===== src/rtl/seq_mult_param.sv =====
// seq_mult_param: iterative shift-add multiplier, signed or unsigned operands.
// The operands are turned into magnitudes when the request is accepted. The
// unsigned magnitudes are multiplied over WIDTH iterations. One final cycle
// applies the result sign and registers the 2*WIDTH-bit product into HI/LO.
module seq_mult_param #(
  parameter int WIDTH = 32,
  parameter int CNT_W = 6
) (
  input  logic             Clock,
  input  logic             Reset,
  input  logic             Start,
  input  logic             Signed_Mode,
  input  logic [WIDTH-1:0] A,
  input  logic [WIDTH-1:0] B,
  output logic             Busy,
  output logic             Done,
  output logic [WIDTH-1:0] HI_Out,
  output logic [WIDTH-1:0] LO_Out
);

  typedef enum logic [1:0] {
    IDLE = 2'd0,
    RUN  = 2'd1,
    FIX  = 2'd2
  } state_t;

  localparam logic [CNT_W-1:0]   LAST_ITER = CNT_W'(WIDTH - 1);
  localparam logic [CNT_W-1:0]   ONE_C     = CNT_W'(1);
  localparam logic [WIDTH-1:0]   ONE_W     = WIDTH'(1);
  localparam logic [2*WIDTH-1:0] ONE_P     = (2*WIDTH)'(1);

  state_t               state_reg, state_next;
  logic [2*WIDTH-1:0]   mcand_reg;
  logic [2*WIDTH-1:0]   prod_reg;
  logic [WIDTH-1:0]     mplier_reg;
  logic [CNT_W-1:0]     count_reg;
  logic                 neg_reg;
  logic                 done_reg;
  logic [WIDTH-1:0]     hi_reg;
  logic [WIDTH-1:0]     lo_reg;

  logic                 sign_a, sign_b;
  logic [WIDTH-1:0]     mag_a, mag_b;
  logic [2*WIDTH-1:0]   addend;
  logic [2*WIDTH-1:0]   prod_fixed;

  // Operand magnitudes at request time. The most negative value maps onto
  // itself, and that value read as unsigned is already the correct magnitude.
  always_comb begin
    sign_a = Signed_Mode & A[WIDTH-1];
    sign_b = Signed_Mode & B[WIDTH-1];
    mag_a  = sign_a ? (~A + ONE_W) : A;
    mag_b  = sign_b ? (~B + ONE_W) : B;
  end

  // Partial product for this iteration: the shifted multiplicand gated by
  // the current multiplier LSB.
  for (genvar gi = 0; gi < 2*WIDTH; gi++) begin : g_addend
    assign addend[gi] = mcand_reg[gi] & mplier_reg[0];
  end

  // Apply the result sign to the accumulated unsigned product.
  always_comb begin
    prod_fixed = neg_reg ? (~prod_reg + ONE_P) : prod_reg;
  end

  // State register.
  always_ff @(posedge Clock or negedge Reset) begin
    if (!Reset) state_reg <= IDLE;
    else        state_reg <= state_next;
  end

  // Next-state logic: accept a request in IDLE. Run WIDTH iterations.
  // Use one cycle to apply the sign.
  always_comb begin
    state_next = state_reg;
    unique case (state_reg)
      IDLE:    if (Start) state_next = RUN;
      RUN:     if (count_reg == LAST_ITER) state_next = FIX;
      FIX:     state_next = IDLE;
      default: state_next = IDLE;
    endcase
  end

  // Datapath: load operands, run the shift-add steps, and publish the result.
  // HI/LO are written only in FIX, so they hold their value throughout an operation.
  always_ff @(posedge Clock or negedge Reset) begin
    if (!Reset) begin
      mcand_reg  <= '0;
      prod_reg   <= '0;
      mplier_reg <= '0;
      count_reg  <= '0;
      neg_reg    <= 1'b0;
      done_reg   <= 1'b0;
      hi_reg     <= '0;
      lo_reg     <= '0;
    end else begin
      done_reg <= 1'b0;
      unique case (state_reg)
        IDLE: begin
          if (Start) begin
            mcand_reg  <= {{WIDTH{1'b0}}, mag_a};
            mplier_reg <= mag_b;
            prod_reg   <= '0;
            count_reg  <= '0;
            neg_reg    <= sign_a ^ sign_b;
          end
        end
        RUN: begin
          prod_reg   <= prod_reg + addend;
          mcand_reg  <= {mcand_reg[2*WIDTH-2:0], 1'b0};
          mplier_reg <= {1'b0, mplier_reg[WIDTH-1:1]};
          count_reg  <= count_reg + ONE_C;
        end
        FIX: begin
          hi_reg   <= prod_fixed[2*WIDTH-1:WIDTH];
          lo_reg   <= prod_fixed[WIDTH-1:0];
          done_reg <= 1'b1;
        end
        default: ;
      endcase
    end
  end

  assign Busy   = (state_reg == RUN) || (state_reg == FIX);
  assign Done   = done_reg;
  assign HI_Out = hi_reg;
  assign LO_Out = lo_reg;

endmodule


===== config.mk =====
export PLATFORM = sky130hd
export DESIGN_NAME = seq_mult_param
export DESIGN_NICKNAME = d
export VERILOG_FILES = /design/src/rtl/seq_mult_param.sv
export SDC_FILE = /design/constraint.sdc
export NUM_CORES = 1
export LEC_CHECK = 0
export BUFFER_PORTS_ARGS = -buffer_cell sky130_fd_sc_hd__buf_4
export CAP_MARGIN = 30
export CORE_UTILIZATION = 61
export DETAILED_ROUTE_END_ITERATION = 12
export HOLD_SLACK_MARGIN = 0.05
export PLACE_DENSITY = 0.79
export SETUP_SLACK_MARGIN = 0.4
export SYNTH_ARGS = -nofsm -noshare
export SYNTH_HDL_FRONTEND = slang
export SYNTH_SLANG_ARGS = --single-unit

===== constraint.sdc =====
create_clock -name Clock -period 4.3 [get_ports Clock]
set_input_delay 0.43 -clock Clock [delete_from_list [all_inputs] [get_ports Clock]]
set_output_delay 0.43 -clock Clock [all_outputs]
set_load 0.01 [all_outputs]

==> run metrics <==
violated checks=design-rule violations; DP HPWL=~30000 microns; drt total wl=40900 microns; Pwr Total=9630 uW; register area share after synthesis=approximately 38%; post-route antenna net violation count=0; drt pass-1 iters=10; ANT cells=0; CTS tree=built; initial antenna violation count=0; Synth warnings=0; drt via density=6.13; Area Overhead vs Synth=13.3%; Critical R2R Launch=mplier_reg[0]; final critical-path share of the clock period=between 80 and 90%; status=finished, violations left; worst endpoint required time=4.75 ns; worst vdd ir=approximately 0.33 mV; Num Clock Sinks=approximately 230; synthesized net count=about 2000; total CTS buffers=25; flop-to-flop setup slack=around 0.56 ns; Post-synth ARST share=100%; CP startpoint=mplier_reg[0]; Worst-Margin Slew=between 1 and 1.5 ns; Hold Crit Class=in2reg; most common cell after layout, fill and taps aside=dfrtp_1; Peak Freq=between 200 and 300 MHz; Rows=58; worst r2r path cells=13; largest net degree at the start of global routing=roughly 110; DR WL/cell=between 15 and 20 microns; Setup Skew=~0.012 ns; Worst setup EP type=flip-flop; htree depth=1; via count=between 10000 and 15000; die area=approximately 26000 sq um; register area=between 5000 and 6000 sq um; post-synthesis cell area=about 16000 sq um; Top Ports=134; Distinct cells, synth=just over 70; final setup violation count=0; Total GRT Usage=31.3%; Port-buffer cells=roughly 130; CTS Buffer Depth=3; startpoint types=flip-flop; Die Width=approximately 160 microns; Multi-input gate area=a little over 9000 sq um; Worst R2R End=prod_reg[62]; clock root buffer=clkbuf_16; Top FF cell, synth=dfrtp_1; worst path arrival time=4.19 ns; layout cells sized above 1=11.5%; DRC errors left=2; P_leak=approximately 0.008 uW; WS Path Type=reg2reg; CORE AREA=roughly 25000 sq um; number of synthesized flops with an enable pin=0; layout net count=about 2000; Cells after Synth=between 1500 and 2000; CTS clk-pin slew, worst paths=approximately 0.06 ns; fill count=between 2000 and 2500; initial core utilization=between 60% and 70%; Iter 0 DRT Violations=~1200; RSZ-0062 raised after global routing=false; Syn Area/Cell=8.45 sq um; Overflow after GRT=0; flops & latches, synth=234; CP Capture Point=prod_reg[62]; Final Max Tran Viols=0; commonest non-fill, non-tap cells in the layout=dfrtp_1, o21ai_0, a21oi_1, nand2_1, buf_4; Die Height=roughly 160 microns; post-CTS setup buffer count=0; RePlAce Congestion=about 0.95; vias in the first global route=12840; Final Hold Vio Count=0; Clock Latency Late Sink=around 0.54 ns; Slew HR=between 30 and 40%; max cap viols=0; first-pass GRT wire length=about 66000 microns; Cell Pwr Density=approximately 550 nW/um^2; setup TNS=0 ns; final core occ=between 70% and 80%; min Tclk post-route=between 3 and 4 ns; critical path fanouts, max=28
## stage by stage
| step | worst slack, ns | cell area [sq um] | instances | hold WS, ns |
|---|---|---|---|---|
| after floorplan | 0.987 | 15500 | 1838 | 0.134 |
| after global placement | 0.706 | 16800 | 2217 | 0.462 |
| after detailed placement | 0.644 | 16800 | 2218 | 0.480 |
| after CTS | 0.632 | 17600 | 2262 | 0.186 |
| after global routing | 0.411 | 17600 | 2262 | 0.208 |
| final | 0.558 | 17600 | 2262 | 0.195 |
## metal layers
metal  vias up  wire length (microns)  track usage (%)
met5         -                      0                0
met4         0                    623             6.22
met3        48                   2960             4.57
met2       468                  17800             47.7
met1      6585                  19600             47.2
li1       6755                      -                -
## cells by family after synthesis
logic type	count (synthesis)	synth area share, %
flops	234	37.7
buf+inv	139	3.37
mux	4	0.274
simple gates	587	18.6
xor+xnor	176	9.92
compound gates	627	24.4
fa+ha+maj	71	5.77
## synthesized netlist by cell type (all sizes together), types with 22 or more instances
cell,instances,area share [%]
a21o,35,1.7
a21oi,199,6.4
a22o,35,2.0
and2,75,3.0
clkbuf,97,2.3
dfrtp,234,38
ha,70,5.6
inv,34,0.82
nand2,184,4.4
nand3,31,1.0
nand4,22,0.89
nor2,148,3.6
nor3,32,1.1
o21ai,204,6.6
o31ai,27,1.3
xnor2,71,4.0
xor2,105,5.9
## worst min-delay path by stage
| stage | from | end | cells after the start |
|---|---|---|---|
| floorplan | Reset | Done | 0 |
| global placement | mplier_reg[31] | mplier_reg[31] | 2 |
| detailed placement | mplier_reg[31] | mplier_reg[31] | 2 |
| CTS | B[31] | mplier_reg[31] | 3 |
| global route | B[31] | mplier_reg[31] | 3 |
| finish | B[31] | mplier_reg[31] | 3 |
## where the power goes
part           switching, uW  internal, uW
Clock                    889          1200
Sequential               574          2680
Combinational           2700          1580
## timing repair
item	in CTS	in global routing
hold buffers	1	0
endpoints found under the setup margin	0	3
gates resized for setup	0	2
endpoints found under the hold margin	102	0
## layout make-up
type                            count  area share, %
Sequential cell                   234           33.3
Tap cell                          330           2.35
Timing Repair Buffer              156           6.92
Clock buffer                       36           4.02
Multi-Input combinational cell   1465           52.3
Clock inverter                      7          0.405
Inverter                           34          0.725
## worst max-delay path: stages (launching register included)
cell       delay [ns]
dfrtp_1          0.41
buf_4            0.23
and2_1           0.17
ha_1             0.40
a211o_1          0.34
a21oi_1          0.20
nor2b_1          0.23
o2111ai_1        0.26
nand4_1          0.26
a21oi_1          0.16
a311oi_1         0.51
o31ai_1          0.18
xnor2_1          0.15
o21ai_0          0.16
Note: power is estimated with default switching activity, not from simulation.
